### config.mk
export PLATFORM = sky130hd
export DESIGN_NAME = mov_byte_pipe
export DESIGN_NICKNAME = d
export VERILOG_FILES = /design/src/rtl/mov_byte_pipe_pkg.sv /design/src/rtl/mov_byte_pipe_merge.sv /design/src/rtl/mov_byte_pipe.sv
export SDC_FILE = /design/constraint.sdc
export NUM_CORES = 1
export LEC_CHECK = 0
export ABC_AREA = 1
export ABC_CLOCK_PERIOD_IN_PS = 1800
export CAP_MARGIN = 20
export CORE_MARGIN = 2
export CORE_UTILIZATION = 51
export CTS_CLUSTER_SIZE = 40
export DETAILED_ROUTE_END_ITERATION = 8
export HOLD_SLACK_MARGIN = 0.12
export PLACE_DENSITY = 0.84
export SETUP_SLACK_MARGIN = 0.1
export SYNTH_ARGS = -nofsm -noshare
export SYNTH_HDL_FRONTEND = slang
export SYNTH_SLANG_ARGS = --single-unit
### constraint.sdc
create_clock -name clk -period 1.8 [get_ports clk]
set_input_delay 0.18 -clock clk [delete_from_list [all_inputs] [get_ports clk]]
set_output_delay 0.18 -clock clk [all_outputs]
set_load 0.005 [all_outputs]
### src/rtl/mov_byte_pipe_pkg.sv
// Shared cpu constants and byte-lane select type for the byte-move path.
package mov_byte_pipe_pkg;

    localparam int unsigned CPU_NREG  = 32;
    localparam int unsigned CPU_AW    = 5;
    localparam int unsigned WORD_W    = 32;
    localparam int unsigned BYTE_W    = 8;
    localparam int unsigned LANE_SEL_W = 2;

    typedef enum logic [LANE_SEL_W-1:0] {
        LANE_B0 = 2'd0,
        LANE_B1 = 2'd1,
        LANE_B2 = 2'd2,
        LANE_B3 = 2'd3
    } lane_e;

endpackage

### src/rtl/mov_byte_pipe_merge.sv
// Byte-lane merge: replaces one byte lane of a word, leaving the others intact.
module byte_lane_merge
    import mov_byte_pipe_pkg::*;
(
    input  lane_e              lane,
    input  logic [BYTE_W-1:0]  lane_byte,
    input  logic [WORD_W-1:0]  word,
    output logic [WORD_W-1:0]  merged
);

    always_comb begin
        merged = word;
        case (lane)
            LANE_B0: merged[7:0]   = lane_byte;
            LANE_B1: merged[15:8]  = lane_byte;
            LANE_B2: merged[23:16] = lane_byte;
            LANE_B3: merged[31:24] = lane_byte;
            default: merged        = word;
        endcase
    end

endmodule

### src/rtl/mov_byte_pipe.sv
// Three-stage MOVB executor: register request, read+merge with forwarding, write back.
module mov_byte_pipe
    import mov_byte_pipe_pkg::*;
#(
    parameter int unsigned NREG = CPU_NREG,
    parameter int unsigned AW   = $clog2(NREG)
) (
    input  logic                  clk,
    input  logic                  rst_n,
    input  logic                  req_valid,
    input  logic [AW-1:0]         req_rd,
    input  logic [LANE_SEL_W-1:0] req_byte_sel,
    input  logic [BYTE_W-1:0]     req_byte,
    input  logic                  flush,
    output logic                  rf_rd_en,
    output logic [AW-1:0]         rf_rd_addr,
    input  logic [WORD_W-1:0]     rf_rd_data,
    output logic                  rf_we,
    output logic [AW-1:0]         rf_wr_addr,
    output logic [WORD_W-1:0]     rf_wr_data,
    output logic                  busy
);

    logic              a_valid, b_valid, c_valid, d_valid;
    logic [AW-1:0]     a_rd, b_rd, c_rd, d_rd;
    lane_e             a_sel, b_sel;
    logic [BYTE_W-1:0] a_byte, b_byte;
    logic [WORD_W-1:0] c_data, d_data;
    logic [WORD_W-1:0] b_operand, b_merged;

    // Operand select: r0 reads zero, then youngest in-flight result, then regfile.
    // D covers the read that raced the C write, since the regfile returns old data.
    always_comb begin
        b_operand = rf_rd_data;
        if (b_rd == '0)
            b_operand = '0;
        else if (c_valid && (c_rd == b_rd))
            b_operand = c_data;
        else if (d_valid && (d_rd == b_rd))
            b_operand = d_data;
    end

    byte_lane_merge u_merge (
        .lane      (b_sel),
        .lane_byte (b_byte),
        .word      (b_operand),
        .merged    (b_merged)
    );

    // Pipeline registers; flush squashes A/B/new requests, C still writes, D is untouched.
    always_ff @(posedge clk or negedge rst_n) begin
        if (!rst_n) begin
            a_valid <= 1'b0;
            a_rd    <= '0;
            a_sel   <= LANE_B0;
            a_byte  <= '0;
            b_valid <= 1'b0;
            b_rd    <= '0;
            b_sel   <= LANE_B0;
            b_byte  <= '0;
            c_valid <= 1'b0;
            c_rd    <= '0;
            c_data  <= '0;
            d_valid <= 1'b0;
            d_rd    <= '0;
            d_data  <= '0;
        end else begin
            a_valid <= req_valid & ~flush;
            a_rd    <= req_rd;
            a_sel   <= lane_e'(req_byte_sel);
            a_byte  <= req_byte;
            b_valid <= a_valid & ~flush;
            b_rd    <= a_rd;
            b_sel   <= a_sel;
            b_byte  <= a_byte;
            c_valid <= b_valid & ~flush;
            c_rd    <= b_rd;
            c_data  <= b_merged;
            d_valid <= c_valid;
            d_rd    <= c_rd;
            d_data  <= c_data;
        end
    end

    assign rf_rd_en   = a_valid;
    assign rf_rd_addr = a_rd;
    assign rf_we      = c_valid & (c_rd != '0);
    assign rf_wr_addr = c_rd;
    assign rf_wr_data = c_data;
    assign busy       = a_valid | b_valid | c_valid;

endmodule

# Word level (Yosys, flattened, before mapping)
# Index checks and enable logic that the tools add are counted.
# word_totals
in_bits,51
regBits,108
output_inout_bits,45
# op_classes
eq_ne,9
reduce_logical,5
bitwise,7
muxes,7
# ops
op,count
2-to-1 mux 32 bit,3
2-to-1 mux 8 bit,4
inequality test 3 x 2 -> 1 bit (second input constant),4
equality test 5 bit,2
zero test 5 bit,1
nonzero test 5 bit,1
AND 1 bit,4
equality test 2 bit (second input constant),2
equality test 2 x 1 -> 1 bit (second input constant),1
logical AND 1 bit,2
zero test 2 bit,1
bitwise OR 1 bit,2
NOT 1 bit,1

# Longest topological paths before layout
# Gate-level depths: netlist of the first run.
# depth
word_depth,6
mapped_depth,11

# Hierarchy
# From an unflattened synthesis of the first run, not the netlist that was laid out.
# unflattened
hier_cells,526
hier_area_um2,4629.4
# modules_own_cells
mod,cells_each,area_per_inst_um2,n_inst
mov_byte_pipe,418,4116.4,1
byte_lane_merge,108,513.0,1

# Worst setup path after synthesis of the first run
# No wires, ideal clock.
# synth_path
path_type,reg2reg
start,reg b_rd[2]
end,reg c_data[24] (netlist: rf_wr_data[24])
setup_slack_ns,0.497
t_required_ns,1.682
path_buffers,1
stages_incl_launch_ff,10
t_arrival_ns,1.185
cell_sequence,dfrtp_1 nor2_1 nand2_1 nor2_4 nor2_4 buf_4 nand4_1 nand2_1 inv_1 nand2_1
# synth_via
elab_chain_len,6
# synth_rtl
element,line_no,text
from (decl),mov_byte_pipe.sv:25,"logic [AW-1:0] a_rd, b_rd, c_rd, d_rd;"
from (signal assigned),mov_byte_pipe.sv:73,b_rd <= a_rd;
equality test 5 bit,mov_byte_pipe.sv:39,else if (d_valid && (d_rd == b_rd))
logical AND 1 bit,mov_byte_pipe.sv:39,
2-to-1 mux 32 bit,mov_byte_pipe.sv:39,
2-to-1 mux 32 bit,mov_byte_pipe.sv:37,else if (c_valid && (c_rd == b_rd))
2-to-1 mux 32 bit,mov_byte_pipe.sv:35,if (b_rd == '0)
2-to-1 mux 8 bit,mov_byte_pipe_merge.sv:13,case (lane)
to (signal assigned),mov_byte_pipe.sv:78,c_data <= b_merged;
to (decl),mov_byte_pipe.sv:28,"logic [WORD_W-1:0] c_data, d_data;"
# Several ways; a longest one is shown, not always the timed one. The select of a mux whose other input is x is not followed.
# A chain may end at the register's enable or synchronous reset.

# Worst setup path in the final report of the first run
# layout_path
start,reg b_rd[3]
end,reg c_data[28] (netlist: rf_wr_data[28])
# Same word-level chain as after synthesis.

==> results by group, run 1 <==
Timing
  – RSZ-0062 raised after global routing: true
  – Total Neg Setup Slack: 0 ps
  – Final Skew: 21.3 ps
  – Max transition margin: 68.0%
  – Worst-margin pin slew: 480 ps
  – Setup Viol. Count Final: 0
  – Min Hold Slack: 225 ps
  – Final worst slack: 161 ps
  – Crit path time final: 1640 ps
  – Final Cycle Share: 91.1%
  – Fmax: 0.610 GHz
  – Fin. Hold Viols: 0
  – Final Max Tran Viols: 0

Floorplanning
  – DIE AREA: 9870 sq um
  – Row count: 34
  – IO Pins: 96
  – Core area: 8760 sq um
  – Die Height: 99.4 um
  – Starting Density: 52.9%
  – Chip width: 99.4 um

Synthesis
  – Number of distinct library cells after synthesis: 18
  – Post-synthesis adder-cell area fraction: 0%
  – Synth warn: 0
  – Xor/xnor cell area share of the yosys netlist: 0%
  – Mux share of post-synthesis cell area: 0%
  – Largest family of logic cells by synthesized area: simple AND/OR/NAND/NOR gates
  – Synth top area cells: dfrtp_1 (58%), nand2_1 (16%), nand4_1 (8.9%), inv_1 (4.2%), nand3_1 (3.7%)
  – Mapped Cells: 516
  – Area leader, netlist: dfrtp_1
  – Post-synthesis net count: 567
  – Compound-Gate Fraction of Synth Area: 0.216%
  – Syn_area_per_cell: 8.99 sq um
  – Main synth FF type: dfrtp_1
  – Post-synth EDFFs: 0
  – Post-synth top area share: 58.3%
  – Simple-Gate Fraction of Synth Area: 32.8%
  – #FFs+latches synth: 108
  – Register area share after synthesis: 58.3%
  – Mapped Area: 4640 sq um
  – Async set-reset flop share out of synthesis: 100%

Global routing
  – Global-route wire length before repair: 19.5 mm
  – Largest net degree at the start of global routing: 58
  – Gr ovfl total: 0
  – GRT Util Overall: 25.1%
  – Vias in the first global route: 3905
  – Initial antenna violation count: 0

Critical path
  – WP data required: 2120 ps
  – Startpoint types: register
  – Setup crit end kind: register
  – Crit-path max FO: 32
  – Critical path arrival: 1960 ps
  – WS Path Type: reg2reg

Drt
  – DRT Pass-1 Iters: 5
  – Post-route DRC: 0
  – DRT iter0 DRCs: 424
  – Average vias per placed instance: 5.54
  – Antenna Nets Post-Route: 0
  – Avg WL per Cell: 17.2 um
  – Total Wirelength: 12.7 mm
  – Vias: 4098

Placed design
  – GPL Wtd Cong: 0.819
  – Cell Area, Placed: 5640 sq um
  – Worst slack, placed: 26.0 ps
  – Port Buffer Count: 95
  – DPL Wire Length: 7.48 mm

Finish
  – Final Core Density: 69.5%
  – Commonest non-fill, non-tap cell in the layout: nand2_1
  – Commonest non-fill, non-tap cells in the layout: nand2_1 (199), dfrtp_1 (108), clkdlybuf4s50_1 (92), nand4_1 (66), inv_1 (51)
  – Layout area overhead: 31.4%
  – Final Cell Area: 6090 sq um
  – Share of cells above drive strength 1: 10.9%
  – Ant. Diodes: 0
  – Post-layout nets: 678
  – Fill cells: 645

CTS
  – Clock Tree Buf Depth: 2
  – Clk pin slew, worst setup/hold paths: 120 ps
  – Total clock sinks: 108
  – Clock Tree Root: clkbuf_8
  – Clock Latency Late Sink: 380 ps
  – CTS Buf Count: 9
  – CTS tree: built
  – H-tree Lvls: 3

Status
  – Status: finished, final reports clean

Flow run
  – Max_cap viols: 0

Power and ir drop
  – Power per cell area: 810 nW/um^2
  – Peak VDD IR: 458 uV
  – Leakage: 3.05 nW

Hold path
  – Hold Path Class: in2reg
area by class of cell:
class,count,area [sq um],area share [%]
multi-input cells,328,1590,26.1
flip-flops and latches,108,2700,44.3
repair buffers,121,1240,20.4
clock inverters,7,77.6,1.27
well taps,108,135,2.22
inverters,59,221,3.63
clock buffers,9,124,2.03
timing repair:
item / 4_1_cts / 5_1_grt
cloned: 2 / 2
setup endpoints to repair: 33 / 34
endpoints found under the hold margin: 29 / 0
hold buffers: 1 / 0
setup buffers: 5 / 10
gates resized for setup: 3 / 10
pin swaps: 2 / 6
flip-flops by register name, summed over array words and instances (netlist names):
name and flops:
rf_wr_data 32, a_byte 8, d_data 32, rf_rd_en 1, b_rd 5, b_byte 8, b_valid 1, c_valid 1
rf_rd_addr 5, a_sel 2, d_rd 5, rf_wr_addr 5, b_sel 2, d_valid 1
cell families after synthesis:
| group | count (synthesis) |
|---|---|
| and+or+nand+nor | 322 |
| DFF | 108 |
| buffers and inverters | 84 |
| AOI/OAI and AO/OA | 2 |
layer usage:
metal	part of all wire [%]	wire length, um	vias to the layer above	GRT usage, %
met1	41	5210	1961	34.7
met3	7.1	902	34	3.58
met5	0	0	-	0
li1	-	-	1884	-
met2	49	6220	219	40.0
met4	2.9	368	0	10.9
critical path, stage by stage, from the launching register on:
cell and delay (ps):
dfrtp_1 470, inv_2 70, nand2_1 70, nand2_2 60, nor2_4 280, buf_12 250, nand4_1 150, nand2_1 120
nand3_1 70, nand2_1 50
synth_stat cells (4+ instances only):
| master | number |
|---|---|
| nand2_1 | 199 |
| inv_2 | 7 |
| inv_1 | 52 |
| nand3_1 | 34 |
| dfrtp_1 | 108 |
| nand4_1 | 66 |
| nor2_4 | 8 |
| nor2_1 | 8 |
| buf_4 | 9 |
| buf_6 | 6 |
| buf_2 | 9 |
| nand2_2 | 4 |
worst paths after layout:
check / startpoint / depth (start not counted) / end / slack, ps
worst max-delay path: b_rd[3] / 9 / rf_wr_data[28] / 160
worst min-delay path: req_rd[4] / 1 / rf_rd_addr[4] / 230
worst max register to register: b_rd[3] / 9 / rf_wr_data[28] / 160
worst min register to register: a_byte[7] / 0 / b_byte[7] / 360
max in group asynchronous: rst_n / 3 / rf_rd_addr[2] / 890
min in group asynchronous: rst_n / 2 / d_data[13] / 270
per-stage QoR:
stage / cells / power, W
3_5_place_dp: 704 / 0.00342
4_1_cts: 728 / 0.00487
2_1_floorplan: 516 / 0.00301
6_report: 740 / 0.00494
5_1_grt: 740 / 0.00513
3_3_place_gp: 704 / 0.00340
where the power goes:
part / switching, W / internal [W] / leakage, nW
registers: 0.000123 / 0.00260 / 1.29
logic: 0.000368 / 0.000361 / 1.67
clock network: 0.000936 / 0.000552 / 0.0983
Power figures use the tool's default switching activity.
==> run 2: changes to the inputs <==
--- a/config.mk
+++ b/config.mk
@@ -6,14 +6,14 @@
 export NUM_CORES = 1
 export LEC_CHECK = 0
 export ABC_AREA = 1
-export ABC_CLOCK_PERIOD_IN_PS = 1800
+export ABC_CLOCK_PERIOD_IN_PS = 2000
 export CAP_MARGIN = 20
 export CORE_MARGIN = 2
-export CORE_UTILIZATION = 51
+export CORE_UTILIZATION = 30
 export CTS_CLUSTER_SIZE = 40
 export DETAILED_ROUTE_END_ITERATION = 8
 export HOLD_SLACK_MARGIN = 0.12
-export PLACE_DENSITY = 0.84
+export PLACE_DENSITY = 0.56
 export SETUP_SLACK_MARGIN = 0.1
 export SYNTH_ARGS = -nofsm -noshare
 export SYNTH_HDL_FRONTEND = slang
==> constraint.sdc (replaced) <==
create_clock -name clk -period 2 [get_ports clk]
set_input_delay 0.2 -clock clk [delete_from_list [all_inputs] [get_ports clk]]
set_output_delay 0.2 -clock clk [all_outputs]
set_load 0.005 [all_outputs]
==> run 2 against run 1 <==
  * Core utilization shrank 29 points
  * Sequential power is 9.9% lower
  * Via count is 8.5% lower
  * Routed wire length increased by 2.3%
  * Global-route usage is 8.9 points lower
  * Worst hold slack better by 47 ps
  * First-iteration DRC count down 32%
  * Sequential share of layout area down 0.15 points
  * Critical path depth fell by 4
  * Register-to-register slack improved by 150 ps
==> results by group, run 2 (synthesis results as in run 1) <==
Finish
  – Commonest non-fill, non-tap cell in the layout: nand2_1 (unchanged)
  – Final Cell Area: 6120 sq um (was 6090 sq um)
  – Ant. Diodes: 0 (unchanged)
  – Share of cells above drive strength 1: 8.89% (was 10.9%)
  – Post-layout nets: 665 (was 678)
  – Commonest non-fill, non-tap cells in the layout: nand2_1 (199), dfrtp_1 (108), clkdlybuf4s50_1 (94), nand4_1 (66), inv_1 (52) (was nand2_1 (199), dfrtp_1 (108), clkdlybuf4s50_1 (92), nand4_1 (66), inv_1 (51))
  – Layout area overhead: 31.9% (was 31.4%)
  – Non-filler cells, final: 807 (was 740)

Critical path
  – WS Path Type: reg2out (was reg2reg)
  – Crit-path max FO: 4 (was 32)
  – WP data required: 1800 ps (was 2120 ps)
  – Critical path arrival: 1570 ps (was 1960 ps)
  – R2R cell count: 9 (unchanged)
  – Setup crit end kind: output pin (was register)
  – R2R setup slack: 310 ps (was 160 ps)
  – Startpoint types: register (unchanged)

Timing
  – Fin. Hold Viols: 0 (unchanged)
  – RSZ-0062 raised after global routing: false (was true)
  – Crit path time final: 1770 ps
  – Max transition margin: 63.3% (was 68.0%)
  – Min Hold Slack: 272 ps (was 225 ps)
  – Final Skew: 12.4 ps (was 21.3 ps)
  – Fmax: 0.563 GHz
  – Setup Viol. Count Final: 0 (unchanged)
  – Final Cycle Share: 88.7%
  – Final Max Tran Viols: 0 (unchanged)
  – Total Neg Setup Slack: 0 ps (unchanged)
  – Worst-margin pin slew: 551 ps (was 480 ps)

Drt
  – Avg WL per Cell: 16.1 um (was 17.2 um)
  – Post-route DRC: 0 (unchanged)
  – DRT iter0 DRCs: 287 (was 424)
  – Total Wirelength: 13.0 mm (was 12.7 mm)
  – Top layer reached by signal wires: met4 (unchanged)
  – DRT Pass-1 Iters: 4 (was 5)
  – Antenna Nets Post-Route: 0 (unchanged)
  – Vias: 3749 (was 4098)
  – Wire length on met1: 5.68 mm (was 5.21 mm)
  – WL met3: 782 um (was 902 um)
  – DR WL met2: 6.26 mm (was 6.22 mm)
  – Average vias per placed instance: 4.65 (was 5.54)

Status
  – Status: finished, final reports clean (unchanged)

Placed design
  – GPL Wtd Cong: 0.762 (was 0.819)
  – Port Buffer Count: 95 (unchanged)
  – DPL Wire Length: 8.44 mm (was 7.48 mm)
  – Cell Area, Placed: 5740 sq um (was 5640 sq um)
  – Placed cells: 785 (was 704)

Floorplanning
  – Core area: 15100 sq um (was 8760 sq um)
  – Chip width: 128 um (was 99.4 um)
  – IO Pins: 96 (unchanged)
  – Starting Density: 30.6% (was 52.9%)
  – DIE AREA: 16500 sq um (was 9870 sq um)
  – Row count: 45 (was 34)
  – Die Height: 128 um (was 99.4 um)

CTS
  – Clock Tree Buf Depth: 2 (unchanged)
  – H-tree Lvls: 3 (unchanged)
  – CTS Buf Count: 9 (unchanged)
  – Clock Latency Late Sink: 360 ps (was 380 ps)
  – Clock Tree Root: clkbuf_16 (was clkbuf_8)
  – CTS tree: built (unchanged)
  – Total clock sinks: 108 (unchanged)
  – Clk pin slew, worst setup/hold paths: 70 ps (was 120 ps)

Hold path
  – Hold Path Class: in2reg (unchanged)
  – Worst hold path depth: 1 (unchanged)

Global routing
  – Initial antenna violation count: 0 (unchanged)
  – Vias in the first global route: 3839 (was 3905)
  – Gr ovfl total: 0 (unchanged)
  – Largest net degree at the start of global routing: 44 (was 58)
  – GRT Util Overall: 16.2% (was 25.1%)
  – Global-route wire length before repair: 20.5 mm (was 19.5 mm)

Power and ir drop
  – Power per cell area: 805 nW/um^2 (was 810 nW/um^2)
  – Pwr Total: 0.00493 W (was 0.00494 W)
  – Leakage: 3.00 nW (was 3.05 nW)
  – Peak VDD IR: 457 uV (was 458 uV)

Flow run
  – Max_cap viols: 0 (unchanged)
run 2: what timing repair did:
action / in CTS / in global routing
endpoints found under the hold margin: 38 / 0
setup endpoints to repair: 1 / 33
buffers inserted: 1 / 2
gates cloned: 0 / 2
hold buffers: 1 / 0
resized for setup: 0 / 3
pin swaps: 0 / 2
run 2: path summary, 6_finish.rpt:
path                               start        endpoint
max in group asynchronous          rst_n  rf_wr_data[30]
setup reg to reg                 b_rd[4]   rf_wr_data[0]
hold / removal               req_byte[7]       a_byte[7]
min in group asynchronous          rst_n  rf_wr_data[13]
setup / recovery           rf_wr_addr[1]           rf_we
hold reg to reg                a_byte[6]       b_byte[6]
run 2: worst max-delay path, cell delays in order, from the launching register on:
cell             delay, ps
dfrtp_1                410
inv_1                   90
nand4_1                110
o21ai_1                130
inv_1                   50
clkdlybuf4s50_1        430
run 2: cell type report:
| class | instances | area, sq um |
|---|---|---|
| clock buffer | 10 | 239 |
| clock inverter | 6 | 71.3 |
| fill | 1512 | 9030 |
| inverter | 59 | 221 |
| multi-input combinational | 326 | 1560 |
| sequential | 108 | 2700 |
| tap | 188 | 235 |
| timing repair buffer | 110 | 1090 |
run 2: through the flow:
stage	utilization, %	worst slack, ps
after global routing	40.4	99.3
after floorplan	-	697
after detailed placement	37.9	143
after CTS	40.1	140
final	40.4	225
after global placement	37.9	210
run 2: report_power, final:
| group | total (W) | switching [W] | internal, W |
|---|---|---|---|
| Sequential | 0.00245 | 0.000116 | 0.00234 |
| Clock | 0.00186 | 0.000844 | 0.00101 |
| Combinational | 0.000614 | 0.000314 | 0.000300 |
run 2: layer usage:
metal	global-route usage [%]	vias up
met3	2.75	19
li1	-	1856
met4	6.01	0
met2	26.8	112
met1	21.3	1762
met5	0	-
==> run 3: changes to the inputs <==
--- a/config.mk
+++ b/config.mk
@@ -14,7 +14,7 @@
 export DETAILED_ROUTE_END_ITERATION = 8
 export HOLD_SLACK_MARGIN = 0.12
 export PLACE_DENSITY = 0.56
-export SETUP_SLACK_MARGIN = 0.1
+export RECOVER_POWER = 25
 export SYNTH_ARGS = -nofsm -noshare
 export SYNTH_HDL_FRONTEND = slang
 export SYNTH_SLANG_ARGS = --single-unit
==> run 3 against run 2 <==
  * Critical path depth unchanged
  * Routed wire length decreased by 4.6%
  * First-iteration DRC count grew 7.3%
  * Clock skew is 0.56 ps lower
  * Worst hold slack improved by 76 ps
  * Combinational power shrank 4.1%
  * Flip-flop and latch count unchanged
  * Critical endpoint unchanged
  * Setup slack worse by 94 ps
==> results by group, run 3 (synthesis results as in run 1) <==
Drt
  – DR WL met2: 5.95 mm (was 6.26 mm)
  – DRT iter0 DRCs: 308 (was 287)
  – Antenna Nets Post-Route: 0 (unchanged)
  – Post-route DRC: 0 (unchanged)
  – Top layer reached by signal wires: met4 (unchanged)
  – DRT Pass-1 Iters: 4 (unchanged)
  – Vias: 3673 (was 3749)
  – Total Wirelength: 12.4 mm (was 13.0 mm)
  – Wire length on met1: 5.54 mm (was 5.68 mm)
  – Avg WL per Cell: 15.4 um (was 16.1 um)
  – WL met3: 654 um (was 782 um)
  – Average vias per placed instance: 4.58 (was 4.65)

CTS
  – CTS Buf Count: 9 (unchanged)
  – Clock Tree Buf Depth: 2 (unchanged)
  – Clk pin slew, worst setup/hold paths: 70 ps (about the same)
  – H-tree Lvls: 3 (unchanged)
  – Total clock sinks: 108 (unchanged)
  – CTS tree: built (unchanged)
  – Clock Latency Late Sink: 360 ps (about the same)
  – Clock Tree Root: clkbuf_16 (unchanged)
  – Post-CTS setup buffer count: 0 (was 1)

Finish
  – Commonest non-fill, non-tap cells in the layout: nand2_1 (198), dfrtp_1 (108), clkdlybuf4s50_1 (78), nand4_1 (66), inv_1 (52) (was nand2_1 (199), dfrtp_1 (108), clkdlybuf4s50_1 (94), nand4_1 (66), inv_1 (52))
  – Ant. Diodes: 0 (unchanged)
  – Commonest non-fill, non-tap cell in the layout: nand2_1 (unchanged)
  – Layout area overhead: 30.8% (was 31.9%)
  – Share of cells above drive strength 1: 8.31% (was 8.89%)
  – Fill cells: 1516 (was 1512)
  – Final Cell Area: 6070 sq um (was 6120 sq um)
  – Post-layout nets: 660 (was 665)

Timing
  – Fin. Hold Viols: 0 (unchanged)
  – Worst-margin pin slew: 804 ps (was 551 ps)
  – Final Skew: 11.8 ps (was 12.4 ps)
  – RSZ-0062 raised after global routing: false (unchanged)
  – Max transition margin: 46.3% (was 63.3%)
  – Total Neg Setup Slack: 0 ps (unchanged)
  – Final Cycle Share: 93.4% (was 88.7%)
  – Min Hold Slack: 348 ps (was 272 ps)
  – Setup Viol. Count Final: 0 (unchanged)
  – Crit path time final: 1870 ps (was 1770 ps)
  – Fmax: 0.535 GHz (was 0.563 GHz)
  – Final Max Tran Viols: 0 (unchanged)

Critical path
  – Crit path depth: 5 (unchanged)
  – Most used cell along the critical path: inv_1 (unchanged)
  – R2R cell count: 9 (unchanged)
  – Crit path cell chain: inv_1 > nand4_1 > o21ai_0 > inv_1 > clkdlybuf4s50_1 (was inv_1 > nand4_1 > o21ai_1 > inv_1 > clkdlybuf4s50_1)
  – Crit Reg-Reg Endpoint: rf_wr_data[12] (was rf_wr_data[0])
  – Setup crit end kind: output pin (unchanged)
  – WP data required: 1800 ps (about the same)
  – Crit path to: rf_we (unchanged)
  – Worst setup path start: rf_wr_addr[2] (was rf_wr_addr[1])
  – RR Startpoint: b_rd[2] (was b_rd[4])
  – Startpoint types: register (unchanged)
  – CP top delay family: buffers and inverters (unchanged)
  – Max stage delay cell, worst path: dfrtp_1 (was clkdlybuf4s50_1)
  – R2R setup slack: 230 ps (was 310 ps)
  – CP Buf/Inv Count: 3 (unchanged)
  – Slowest stage delay, CP: 440 ps (was 430 ps)
  – Critical path arrival: 1670 ps (was 1570 ps)
  – WS Path Type: reg2out (unchanged)
  – Crit-path max FO: 5 (was 4)

Placed design
  – Cell Area, Placed: 5740 sq um (unchanged)
  – GPL Wtd Cong: 0.762 (unchanged)
  – DPL Wire Length: 8.44 mm (unchanged)
  – Port Buffer Count: 95 (unchanged)

Floorplanning
  – Row count: 45 (unchanged)
  – Die Height: 128 um (unchanged)
  – Starting Density: 30.6% (unchanged)
  – IO Pins: 96 (unchanged)
  – DIE AREA: 16500 sq um (unchanged)
  – Chip width: 128 um (unchanged)
  – Core area: 15100 sq um (unchanged)

Power and ir drop
  – Power per cell area: 807 nW/um^2 (was 805 nW/um^2)
  – Pwr Total: 0.00490 W (was 0.00493 W)
  – Leakage: 2.98 nW (was 3.00 nW)
  – Peak VDD IR: 455 uV (was 457 uV)

Global routing
  – GRT Util Overall: 16.1% (was 16.2%)
  – Gr ovfl total: 0 (unchanged)
  – Largest net degree at the start of global routing: 44 (unchanged)
  – Global-route wire length before repair: 20.5 mm (about the same)
  – Vias in the first global route: 3817 (was 3839)
  – Initial antenna violation count: 0 (unchanged)

Flow run
  – Max_cap viols: 0 (unchanged)

Status
  – Status: finished, final reports clean (unchanged)

Hold path
  – Hold Path Class: in2reg (unchanged)
## run 3: cell count changes in the layout (fill, tap and decap cells not counted)
| cell | delta |
|---|---|
| nor2_4 | -1 |
| dlygate4sd3_1 | +16 |
| nand2_2 | +1 |
| nand2_1 | -1 |
| o21ai_0 | +1 |
| clkdlybuf4s50_1 | -16 |
| o21ai_1 | -1 |
| nand3_4 | -1 |
| buf_4 | -3 |
## run 3: routing by layer
layer,up-vias,track usage [%]
met5,-,0
met4,0,6.01
met3,15,2.75
met2,104,26.4
met1,1713,21.5
li1,1841,-
## run 3: worst min path at each step
stage	start	endpoint	slack (ps)	depth (start not counted)
2_1_floorplan	rst_n	a_byte[0]	-100	0
3_3_place_gp	rst_n	rf_rd_addr[0]	220	1
3_5_place_dp	rst_n	rf_rd_addr[0]	230	1
4_1_cts	req_byte[7]	a_byte[7]	260	1
5_1_grt	req_valid	rf_rd_en	360	3
6_report	req_valid	rf_rd_en	350	3
## run 3: worst reg2reg max path: stages (launching register included)
cell	delay [ps]
dfrtp_1	430
inv_2	60
nand2_1	70
nand2_2	90
nor2_8	270
nand3_4	370
nand2_1	180
nand2_1	70
nand3_1	60
nand2_1	60
## run 3: where the power goes
group	switching (W)	internal, W	total, W
logic	0.000300	0.000289	0.000589
clock network	0.000841	0.00101	0.00186
registers	0.000117	0.00234	0.00245
## run 3: metrics by stage
stage	setup WS (ps)	std cells	util [%]
global placement	210	785	37.9
global route	4.41	802	40.1
detailed placement	143	785	37.9
finish	132	802	40.1
floorplan	697	516	-
CTS	94.9	802	40.0
## run 3: repair_timing
item	4_1_cts	5_1_grt
endpoints found under the hold margin	38	0
gates resized for setup	0	1
setup endpoints to repair	0	6
hold buffers	1	0
## run 3: cell type report
class	count	area [sq um]	area share (%)
clock buffers	10	239	3.94
well taps	188	235	3.88
clock inverters	6	71.3	1.18
repair buffers	107	1070	17.6
multi-input cells	324	1530	25.2
inverters	59	221	3.65
flip-flops and latches	108	2700	44.5
